$ cat src/rtl/alu_8bit.sv
// Registered 8-bit ALU: ADD/SUB/AND/OR with carry-borrow and zero flags.
// Result is computed combinationally and captured on every rising clk edge.
module alu_8bit #(
  parameter int WIDTH = 8
) (
  input  logic             clk,
  input  logic             rst_n,
  input  logic [1:0]       InsSel,
  input  logic [WIDTH-1:0] ALUinA,
  input  logic [WIDTH-1:0] ALUinB,
  output logic [WIDTH-1:0] ALUout,
  output logic             CO,
  output logic             Z
);

  localparam logic [1:0] OP_ADD = 2'b00;
  localparam logic [1:0] OP_SUB = 2'b01;
  localparam logic [1:0] OP_AND = 2'b10;
  localparam logic [1:0] OP_OR  = 2'b11;

  logic [WIDTH:0]   w_sum;
  logic [WIDTH:0]   w_diff;
  logic [WIDTH-1:0] w_res;
  logic             w_co;

  logic [WIDTH-1:0] r_out;
  logic             r_co;
  logic             r_z;

  assign w_sum  = {1'b0, ALUinA} + {1'b0, ALUinB};
  // Bit WIDTH of the extended difference is set exactly when A < B (borrow).
  assign w_diff = {1'b0, ALUinA} - {1'b0, ALUinB};

  always_comb begin
    w_res = '0;
    w_co  = 1'b0;
    case (InsSel)
      OP_ADD: begin
        w_res = w_sum[WIDTH-1:0];
        w_co  = w_sum[WIDTH];
      end
      OP_SUB: begin
        w_res = w_diff[WIDTH-1:0];
        w_co  = w_diff[WIDTH];
      end
      OP_AND: w_res = ALUinA & ALUinB;
      OP_OR:  w_res = ALUinA | ALUinB;
      default: begin
        w_res = '0;
        w_co  = 1'b0;
      end
    endcase
  end

  always_ff @(posedge clk or negedge rst_n) begin
    if (!rst_n) begin
      r_out <= '0;
      r_co  <= 1'b0;
      r_z   <= 1'b0;
    end else begin
      r_out <= w_res;
      r_co  <= w_co;
      r_z   <= (w_res == '0);
    end
  end

  assign ALUout = r_out;
  assign CO     = r_co;
  assign Z      = r_z;

endmodule

$ cat config.mk
export PLATFORM = sky130hd
export DESIGN_NAME = alu_8bit
export DESIGN_NICKNAME = d
export VERILOG_FILES = /design/src/rtl/alu_8bit.sv
export SDC_FILE = /design/constraint.sdc
export NUM_CORES = 1
export LEC_CHECK = 0
export CORE_AREA = 2 2 66 92
export DETAILED_ROUTE_END_ITERATION = 7
export DIE_AREA = 0 0 68 94
export DONT_BUFFER_PORTS = 1
export PLACE_DENSITY = 0.46
export SYNTH_ARGS = -nofsm -noshare
export SYNTH_HDL_FRONTEND = slang
export SYNTH_SLANG_ARGS = --single-unit
$ cat constraint.sdc
create_clock -name clk -period 0.8 [get_ports clk]
set_input_delay 0.24 -clock clk [delete_from_list [all_inputs] [get_ports clk]]
set_output_delay 0.24 -clock clk [all_outputs]
set_load 0.02 [all_outputs]
# Yosys cells after proc, flatten, opt, wreduce, memory -nomap -nowiden
# Index checks and enable logic that the tools add are counted.
classes:
  n_mux: 2
  n_reduce_logical: 2
  eq_ne: 3
  bitwise: 2
  addsub: 2
op_table:
  columns: ["cell", "count"]
  rows:
  - ["8-bit one-hot mux with 4 select lines", 1]
  - ["8-bit by 8-bit adder with 9-bit output", 1]
  - ["8-bit by 8-bit subtractor with 9-bit output", 1]
  - ["8-bit AND", 1]
  - ["8-bit logical NOT", 1]
  - ["8-bit OR", 1]
  - ["2-bit == test, second input constant", 2]
  - ["2-bit by 1-bit == test with 1-bit output, second input constant", 1]
  - ["2-bit logical NOT", 1]
  - ["1-bit one-hot mux with 2 select lines", 1]
totals:
  word_cells: 14
  ff_bits: 10
  output_inout_bits: 10
  in_bits: 20

# Longest topological paths before layout
depth:
  depth_word: 3
  ltp_mapped: 9
  depth_no_buf: 9

# Least setup slack after synthesis
# No wires, ideal clock.
synth_path:
  path_type: "input -> register"
  startpoint: "input port ALUinA[0]"
  endpoint: "register r_z, in the netlist Z"
  setup_ps: 96
  t_arrival_ps: 1972
  t_required_ps: 704
  path_buffers: 0
  setup_slack_ps: -1267
  cell_stages: 9
  cell_sequence: "inv_1 -> ha_1 -> fa_1 -> nor3_1 -> a211oi_1 -> o31ai_1 -> a221o_1 -> a22oi_1 -> nor4_2"
synth_via:
  elab_chain_len: 3
  word_cells_on_any_way: 6
  classes_between: "add/sub: 2; mux: 1; bitwise: 2; reduce/logical: 1"
synth_rtl:
  columns: ["element", "line", "source"]
  rows:
  - ["start: declaration", "9", "input logic [WIDTH-1:0] ALUinA,"]
  - ["8-bit by 8-bit subtractor with 9-bit output or 8-bit by 8-bit adder with 9-bit output (tied branches)", "32, 30", null]
  - ["8-bit one-hot mux with 4 select lines *", "37", "case (InsSel)"]
  - ["net w_res[6]", "23", "logic [WIDTH-1:0] w_res;"]
  - ["8-bit logical NOT *", "63", "r_z <= (w_res == '0);"]
  - ["end signal: assignment", "63", null]
  - ["end: declaration", "28", "logic r_z;"]
# The timed path passes the listed nets; every way through them passes the cells marked *.

# Final worst setup path
# Ends and elaborated chain as after synthesis.

==> impl_metrics.csv <==
group,metric,value,unit
cells_and_area,drive_gt1_share,54.0,%
yosys,netlist_top_cells_area,"sky130_fd_sc_hd__ha_1 22%, sky130_fd_sc_hd__dfrtp_1 19%, sky130_fd_sc_hd__inv_1 6.7%, sky130_fd_sc_hd__a21oi_1 4.5%, sky130_fd_sc_hd__o21ai_0 3.7%",
global_routing,grt_start_max_net_pins,19,
cells_and_area,finish.net_count,246,
global_routing,grt_antenna_before_repair,0,
yosys,post_synth_num_cell_types,47,
setup_path,crit_path_start,"ALUinA[0]",
timing,setup_repair_after_global_routing_missed_its_margin,"true",
drt,remaining_drc_errors,0,
drt,routed-via-count,1313,
setup_path,critPathMaxStageDelay,0.39,ns
setup_path,cp.depth,9,
timing,timing_max_transition_violations_final,0,
timing,worst_slew_slack_as_a_fraction_of_its_limit,71.9,%
setup_path,cp_cell_instances,"inv_12, ha_4, fa_2, buf_6, o21ai_2, a32oi_2, or3_1, or3_1, nor4_2",
run_status,violations,"setup timing",
die,design.die.area,6390,µm²
yosys,synth_edf_count,0,
min_path,holdCritPathClass,"input pin to asynchronous set/reset pin",
cells_and_area,n_antenna_cell,0,
global_routing,grt_usage,12.0,%
clock_tree,cts-root-to-sink-buffers,2,
setup_path,cpMostUsedCell,"sky130_fd_sc_hd__or3_1",
yosys,synth_nets,201,
power,power.density,1130,nW/µm²
timing,f_max,550,MHz
global_routing,via_count_of_the_first_global_routing_pass,1342,
yosys,synthCells,155,
clock_tree,cts-buffers-inserted,3,
yosys,asyncSetResetFlopFracSynth,100,%
yosys,synthFlopType,"sky130_fd_sc_hd__dfrtp_1",
die,fp.dieW,68,µm
timing,report.final.setup_viol,19,
power,power_leakage,0.943,nW
timing,smallest_setup_slack_after_layout,-1.02,ns
drt,route.detailed.wl_per_inst,14.1,µm
setup_path,crit_path_start_kind,"input pin",
power,peakVddDrop,0.000340,V
clock_tree,clk_root_buffer_cell,"sky130_fd_sc_hd__clkbuf_8",
drt,totalWireLength,3.76,mm
run_status,outcome,"complete, but fails checks",
die,rows,32,
setup_path,crit_path_end_kind,"flip-flop",
yosys,flip_flop_and_latch_count_after_synthesis,10,
clock_tree,cts_max_level,1,
global_routing,grt_first_pass_wirelength,5.95,mm
cells_and_area,utilization,38.6,%
setup_path,crit_required,0.94,ns
drt,detailedRoute.firstIterationViolations,20,
placed_design,gp_congestion,0.831,
yosys,synth.avg_cell_area,8.69,µm²
placed_design,io_buffers,0,
setup_path,worst-path-max-fanout,2,
setup_path,path_class,"input pin to flip-flop",
clock_tree,cts_tree,"done",
yosys,synth_area_leader_cell,"sky130_fd_sc_hd__ha_1",
global_routing,gr-total-overflow,0,
die,floorplan.die.height,94,µm
clock_tree,clk_pin_slew,0.04,ns
yosys,synth.top_cell.area_share,22.3,%
drt,detailedRoute.firstPassIterationCount,4,
cells_and_area,layout-area-overhead-vs-synth,58.4,%
drt,route.antenna.remaining_nets,0,
yosys,mapped_cell_area,1350,µm²
yosys,synth.yosys.warnings,0,
yosys,synth.top_cells.by_count,"24 x sky130_fd_sc_hd__ha_1, 24 x sky130_fd_sc_hd__inv_1, 12 x sky130_fd_sc_hd__a21oi_1, 10 x sky130_fd_sc_hd__dfrtp_1, 10 x sky130_fd_sc_hd__o21ai_0",
setup_path,critical_path_buf_inv_count,2,
setup_path,cp_top_family,"simple AND/OR/NAND/NOR gates",
drt,via_per_inst,4.94,
placed_design,detailedPlacementHpwl,2.98,mm
timing,finalCriticalPeriod,1.82,ns
yosys,synth_seq_area_share,18.6,%
timing,max_slew.worst_pin.slew,0.418,ns
die,pin_count,30,
setup_path,arrival,1.95,ns
clock_tree,clock_sink_count,10,
run,max_cap_viol_count,0,
die,core_region_area,5530,µm²
power,total_power,2.41,mW
timing,final_cycle_share,227,%
timing,final-hold-violation-count,0,
setup_path,critPathSlowestCell,"sky130_fd_sc_hd__fa_2",
die,initial_utilization,24.4,%
==> final cells by class <==
type / instances / area (µm²)
Multi-Input combinational cell: 115 / 1250
Sequential cell: 10 / 259
Timing Repair Buffer: 45 / 370
Tap cell: 68 / 85.1
Clock buffer: 3 / 41.3
Fill cell: 567 / 3390
Inverter: 25 / 121
==> cells by family after synthesis <==
kind of cell | synth area share (%)
AOI/OAI and AO/OA | 28.4
xor gates and xnor gates | 1.30
adders and majority gates | 25.3
buffers and inverters | 9.76
DFF | 18.6
muxes | 2.32
and+or+nand+nor | 14.3
==> per-stage QoR <==
stage	std cells	TNS [ns]	hold slack (ns)	instance area, µm²	worst slack (ns)
6_report	266	-7.58	0.00785	2130	-1.02
4_1_cts	267	-7.87	0.131	1950	-1.08
3_3_place_gp	263	-9.37	-0.0554	1820	-1.32
3_5_place_dp	263	-9.46	-0.0554	1820	-1.36
5_1_grt	266	-8.35	0.0450	2130	-1.09
2_1_floorplan	155	-7.23	-0.0556	1420	-1.13
==> worst max path at each step <==
stage | endpoint | slack, ns
final | Z | -1.02
after global placement | Z | -1.32
after detailed placement | Z | -1.36
after CTS | Z | -1.08
after floorplan | Z | -1.13
after global routing | Z | -1.09
==> state kept, by name (all words and copies together) (netlist names) <==
register,cells
CO,1
ALUout,8
Z,1
==> per-layer routing <==
layer,routed length (µm),track usage (%),part of all wire (%),up-vias
li1,-,-,-,645
met1,1560,14.4,41,629
met2,1990,21.2,53,30
met3,127,1.20,3.4,9
met4,85,4.67,2.3,0
met5,0,0,0,-
==> cell usage in the layout, fill, tap and decap left out, types with 3 or more instances in the layout <==
| cell type | Yosys | routed |
|---|---|---|
| sky130_fd_sc_hd__buf_6 | 2 | 4 |
| sky130_fd_sc_hd__ha_2 | 0 | 3 |
| sky130_fd_sc_hd__dfrtp_2 | 0 | 7 |
| sky130_fd_sc_hd__o21ai_0 | 10 | 6 |
| sky130_fd_sc_hd__inv_1 | 24 | 19 |
| sky130_fd_sc_hd__a21oi_2 | 0 | 5 |
| sky130_fd_sc_hd__nor2_1 | 8 | 5 |
| sky130_fd_sc_hd__o21ai_1 | 1 | 4 |
| sky130_fd_sc_hd__a211oi_2 | 1 | 3 |
| sky130_fd_sc_hd__inv_4 | 0 | 3 |
| sky130_fd_sc_hd__nand2_1 | 3 | 3 |
| sky130_fd_sc_hd__a21oi_1 | 12 | 7 |
| sky130_fd_sc_hd__ha_4 | 0 | 7 |
| sky130_fd_sc_hd__or3_1 | 3 | 3 |
| sky130_fd_sc_hd__clkbuf_8 | 0 | 3 |
| sky130_fd_sc_hd__buf_4 | 0 | 39 |
| sky130_fd_sc_hd__ha_1 | 24 | 14 |
| sky130_fd_sc_hd__dfrtp_1 | 10 | 3 |
==> timing repair <==
item                                   4_1_cts  5_1_grt
hold buffers                                 1        0
endpoints found under the hold margin       10        0
buffers inserted                             0        1
cloned                                       0        0
setup endpoints to repair                   20       21
resized for setup                           13       45
pin swaps                                    2       21
==> where the power goes <==
part / leakage (nW) / total, mW / internal [mW] / switching, mW
Sequential: 0.113 / 0.698 / 0.587 / 0.111
Clock: 0.0216 / 0.490 / 0.326 / 0.164
Combinational: 0.809 / 1.22 / 0.651 / 0.568
(Power assumes the default switching activity.)
==> RTL edit 1: new RTL, config.mk and constraints unchanged <==
Set the parameter `WIDTH` to 12 (it was 8).
--- a/src/rtl/alu_8bit.sv
+++ b/src/rtl/alu_8bit.sv
@@ -2,5 +2,5 @@
 // Result is computed combinationally and captured on every rising clk edge.
 module alu_8bit #(
-  parameter int WIDTH = 8
+  parameter int WIDTH = 12
 ) (
   input  logic             clk,
Ports: changed (resized ALUinA, ALUinB and ALUout); port bits go from 30 to 42. The function was not compared with the original's and may differ.
==> RTL edit 1 against the unedited design <==
Largest power group unchanged; design area grew 43%; sequential cell count grew 4; worst setup slack lost 0.63 ns; via count grew 55%; critical endpoint unchanged; synthesized area grew 55%; power grew 48%; clock power grew 37%; the flow still finishes with violations (negative setup slack); routed wire length grew 58%.
==> RTL edit 1: results (changes against the unedited design) <==
Status:
- The flow ran to the end, but the final reports show violations.
- The checks that failed: negative setup slack.

Power:
- The fraction of power spent switching nets is 36.10% (+1.1 points).
- The leakage power of the design is 0.001441 µW (+53%).
- The worst vdd rail ir drop was 0.0008045 V (+140%).

Placement:
- The HPWL reported at the end of detailed placement is 4964 µm (+66%).
- The worst slack after detailed placement is -2.013 ns (-0.6531 ns).

Synthesis:
- The count of cell types in the netlist is 58 (+23%).
- After synthesis, the cell types taking the most area are ha_1, dfrtp_1, inv_1.
- The post-synthesis area per instance was 8.058 µm² (-7.2%).
- The synthesized net count is 325 (+62%).
- By count the netlist is led by inv_1, ha_1, nor2_1.

STA:
- The remaining max-slew budget at the tightest pin is 59.76% (-12 points).
- The final setup violation count came to 27 (+8).
- The final worst setup slack is -1.647 ns (-0.6272 ns).

Final layout:
- The final core utilization is 55.03% (+16 points).
- The flip-flop count of the largest register, all copies and words added is 12 (+4).
- The area added between synthesis and finish is 45.68%.
- The area taken by flip-flops and latches is 362.8 µm² (+40%).
- The area occupied by multi-input gates is 0.001797 mm² (+43%).
- The number of filler cells placed in the layout is 542 (-4.4%).
- The layout multi-input combinational cell count is 196 (+70%).
- The total number of nets in the final design is 392 (+59%).
- The clock buffer instance count of the final layout came to 4 (+1).

Clock tree:
- The buffers inserted during post-CTS setup optimization is 2 (+2).
- The quantity of gates resized following cts is 21 (+8).

Routing:
- The initial DRC count came to 70 (+250%).
- The met2 wire length is 3438 µm (+73%).
- The wire length per cell after detailed routing was 15.10 µm (+7.0%).

Global route:
- The maximum number of pins on one net before global-route repair is 29 (+10).
- The number of global-route vias before repair was 2158 (+61%).
- The met2 track utilization from global routing is 39.24% (+18 points).
- The met3 demand-to-capacity share in global routing is 2.278% (+1.1 points).
- The overall fraction of global-route tracks in use is 19.89% (+7.9 points).

Critical path:
- The slowest stage cell on the critical path is mux4_2.
==> RTL edit 1: cells by family (layout without fill, tap and decap cells) <==
| kind of cell | Yosys count | in the layout | share of synthesized area [%] |
|---|---|---|---|
| AO/OA/AOI/OAI | 70 | 70 | 23.26 |
| XOR/XNOR | 8 | 8 | 3.357 |
| adder cells (fa/ha/maj) | 38 | 38 | 23.50 |
| buffers and inverters | 49 | 115 | 9.532 |
| flip-flops | 14 | 14 | 16.79 |
| multiplexers | 11 | 11 | 7.194 |
| AND/OR/NAND/NOR | 69 | 69 | 16.37 |
==> RTL edit 1: power by group through the flow <==
stage | Clock (µW) | Sequential [µW] | Combinational (µW)
after CTS | 684 | 1000 | 1880
final | 669 | 1010 | 1880
after detailed placement | 0 | 1010 | 1740
after global routing | 734 | 1010 | 2060
after global placement | 0 | 1010 | 1740
after floorplan | 0 | 990 | 1130
==> RTL edit 2: new RTL, same flow settings <==
Without the edit above. Add an input register stage for `InsSel`, `ALUinA` and `ALUinB`; this delays them by one clock.
--- a/src/rtl/alu_8bit.sv
+++ b/src/rtl/alu_8bit.sv
@@ -19,4 +19,14 @@
   localparam logic [1:0] OP_OR  = 2'b11;
 
+  logic [1:0] InsSel_q;
+  logic [WIDTH-1:0] ALUinA_q;
+  logic [WIDTH-1:0] ALUinB_q;
+
+  always_ff @(posedge clk) begin
+    InsSel_q <= InsSel;
+    ALUinA_q <= ALUinA;
+    ALUinB_q <= ALUinB;
+  end
+
   logic [WIDTH:0]   w_sum;
   logic [WIDTH:0]   w_diff;
@@ -28,12 +38,12 @@
   logic             r_z;
 
-  assign w_sum  = {1'b0, ALUinA} + {1'b0, ALUinB};
+  assign w_sum  = {1'b0, ALUinA_q} + {1'b0, ALUinB_q};
   // Bit WIDTH of the extended difference is set exactly when A < B (borrow).
-  assign w_diff = {1'b0, ALUinA} - {1'b0, ALUinB};
+  assign w_diff = {1'b0, ALUinA_q} - {1'b0, ALUinB_q};
 
   always_comb begin
     w_res = '0;
     w_co  = 1'b0;
-    case (InsSel)
+    case (InsSel_q)
       OP_ADD: begin
         w_res = w_sum[WIDTH-1:0];
@@ -44,6 +54,6 @@
         w_co  = w_diff[WIDTH];
       end
-      OP_AND: w_res = ALUinA & ALUinB;
-      OP_OR:  w_res = ALUinA | ALUinB;
+      OP_AND: w_res = ALUinA_q & ALUinB_q;
+      OP_OR:  w_res = ALUinA_q | ALUinB_q;
       default: begin
         w_res = '0;
Function: changed (a bounded check fails within 4 cycles, from zero or initial values and one cycle with rst_n low).
==> RTL edit 2 against the unedited design <==
The run still ends with negative setup slack left; power is 61% higher; design area is 25% higher; worst setup slack got worse by 0.38 ns; routed wire length is 18% higher; global-route usage is 3.1 points higher; die area unchanged; count of clock-buffer cells in the layout rose by 1; worst hold slack better by 0.31 ns; sequential cell count up 18; combinational power rose by 6%; synthesized area up 27%.
==> RTL edit 2: results (changes against the unedited design) <==
Critical path:
- The maximum fanout count along the critical path is 2 (unchanged).
- The worst setup path is launched from a flop.
- The endpoint arrival time on the critical path was 2.40 ns (+0.45 ns).

Status:
- The run finished, with violations left.
- The final reports fail on negative setup slack.

Synthesis:
- The post-synthesis adder-cell area fraction came to 19.94% (-5.3 points).
- The compound-cell area share of the yosys netlist is 22.43% (-6.0 points).
- Counting instances in the post-synthesis netlist gives the leading cell types as ha_1, inv_1, dfxtp_1.
- The count of cell types in the netlist came to 48 (+2.1%).
- The sequential share of the synthesized area was 35.78% (+17 points).
- The share of synthesized flip-flops with an asynchronous set or reset came to 35.71% (-64 points).
- The synthesized net count is 219 (+9.0%).
- The post-synthesis xor/xnor area fraction is 1.026% (-0.27 points).
- The Yosys warning count is 0 (unchanged).
- The fraction of synthesized area in multiplexers is 1.833% (-0.49 points).
- Ranked by total cell area, the synthesized netlist is headed by dfxtp_1, ha_1, dfrtp_1.

Clock tree:
- The maximum root-to-sink buffer count is 2 (unchanged).
- The buffers inserted during post-CTS setup optimization is 6 (+6).
- The number of buffers created by CTS was 3 (unchanged).
- In this run the clock root is driven by a clkbuf_8.
- The quantity of gates resized following cts is 27 (+14).
- The H-tree depth is 1 (unchanged).
- The count of hold-fix buffers inserted at cts is 19 (+18).
- The clock-pin slew on the worst setup and hold paths was 0.10 ns (+0.06 ns).

Worst hold path:
- The kind of path behind the tightest hold check is in -> async.

Placement:
- The number of input and output port buffers inserted is 0 (unchanged).
- The routability congestion estimate is 0.8988 (+8.1%).
- The HPWL reported at the end of detailed placement is 3328 µm (+12%).
- The worst slack after detailed placement is -1.478 ns (-0.1175 ns).

Global route:
- The maximum number of pins on one net before global-route repair is 16 (-3).
- The overall fraction of global-route tracks in use is 15.14% (+3.1 points).
- The number of global-route vias before repair came to 1635 (+22%).
- The initial antenna violation count was 0 (unchanged).
- The first-pass GRT wire length is 7327 µm (+23%).

STA:
- The final worst setup slack is -1.404 ns (-0.3845 ns).
- The summed negative setup slack over all endpoints is -12.05 ns (-4.461 ns).
- The remaining max-slew budget at the tightest pin is 71.98% (about the same).
- The final setup violation count was 20 (+1).
- The clock skew is about 0.0034 ns.

Power:
- The leakage power of the design was 0.001186 µW (+26%).
- The worst vdd rail ir drop is 0.0006756 V (+99%).

Final layout:
- The total number of nets in the final design was 289 (+17%).
- The diode insertion count for antenna repair is 0 (unchanged).
- The ratio of cells with drive above 1 in the final layout was 46.69% (-7.3 points).
- The number of filler cells placed in the layout is 509 (-10%).

Routing:
- The initial DRC count is 28 (+40%).
- The total via count in the routed design is 1493 (+14%).
- The number of iterations in the first detailed-routing pass is 4 (unchanged).
- The wire length per cell after detailed routing was 14.25 µm (+0.88%).
## RTL edit 2: area by class of cell
class	count	area [µm²]	area share (%)
Inverter	25	93.84	3.516
Clock buffer	4	55.05	2.063
Sequential cell	28	631.9	23.68
Tap cell	68	85.08	3.188
Timing Repair Buffer	70	573.1	21.47
Multi-Input combinational cell	115	1230	46.09
## RTL edit 2: path summary, 6_finish.rpt
| kind | end | slack (ns) | cells after the start |
|---|---|---|---|
| setup / recovery | Z | -1.40 | 8 |
| hold / removal | ALUout[0] | 0.32 | 1 |
| setup reg to reg | Z | -1.40 | 8 |
| hold reg to reg | ALUout[0] | 0.73 | 3 |
| max in group asynchronous | ALUout[6] | 0.17 | 1 |
| min in group clk | InsSel_q[1] | 0.50 | 1 |
## RTL edit 2: through the flow
stage	std cells	util, %	cell area (µm²)
after floorplan	173	-	1767
after global placement	279	38.63	2135
after detailed placement	279	38.63	2135
after CTS	308	46.58	2574
after global routing	310	48.30	2669
final	310	48.30	2669
## RTL edit 2: critical path, stage by stage, from the launching register on
cell	delay, ns
dfxtp_2	0.34
buf_4	0.13
ha_4	0.16
fa_2	0.36
xnor2_1	0.19
a32oi_2	0.09
or3_1	0.38
or3_1	0.33
nor4_2	0.14
## RTL edit 2: cells by family after synthesis
kind of cell	after synthesis
compound gates	52
xor+xnor	2
fa+ha+maj	26
buf+inv	30
flops	28
mux	3
simple gates	32
## RTL edit 2: layer usage
metal / share of wire, % / global-route usage, % / vias to the layer above
li1: - / - / 747
met1: 40 / 16.83 / 708
met2: 56 / 28.88 / 34
met3: 2.7 / 1.439 / 4
met4: 1.4 / 4.667 / 0
met5: 0 / 0 / -
## RTL edit 2: report_power, final
part	switching, µW	total [µW]	internal (µW)	leakage [µW]
logic	610	1290	683	0.000890
registers	144	1670	1520	0.000267
clock network	483	925	442	0.0000288
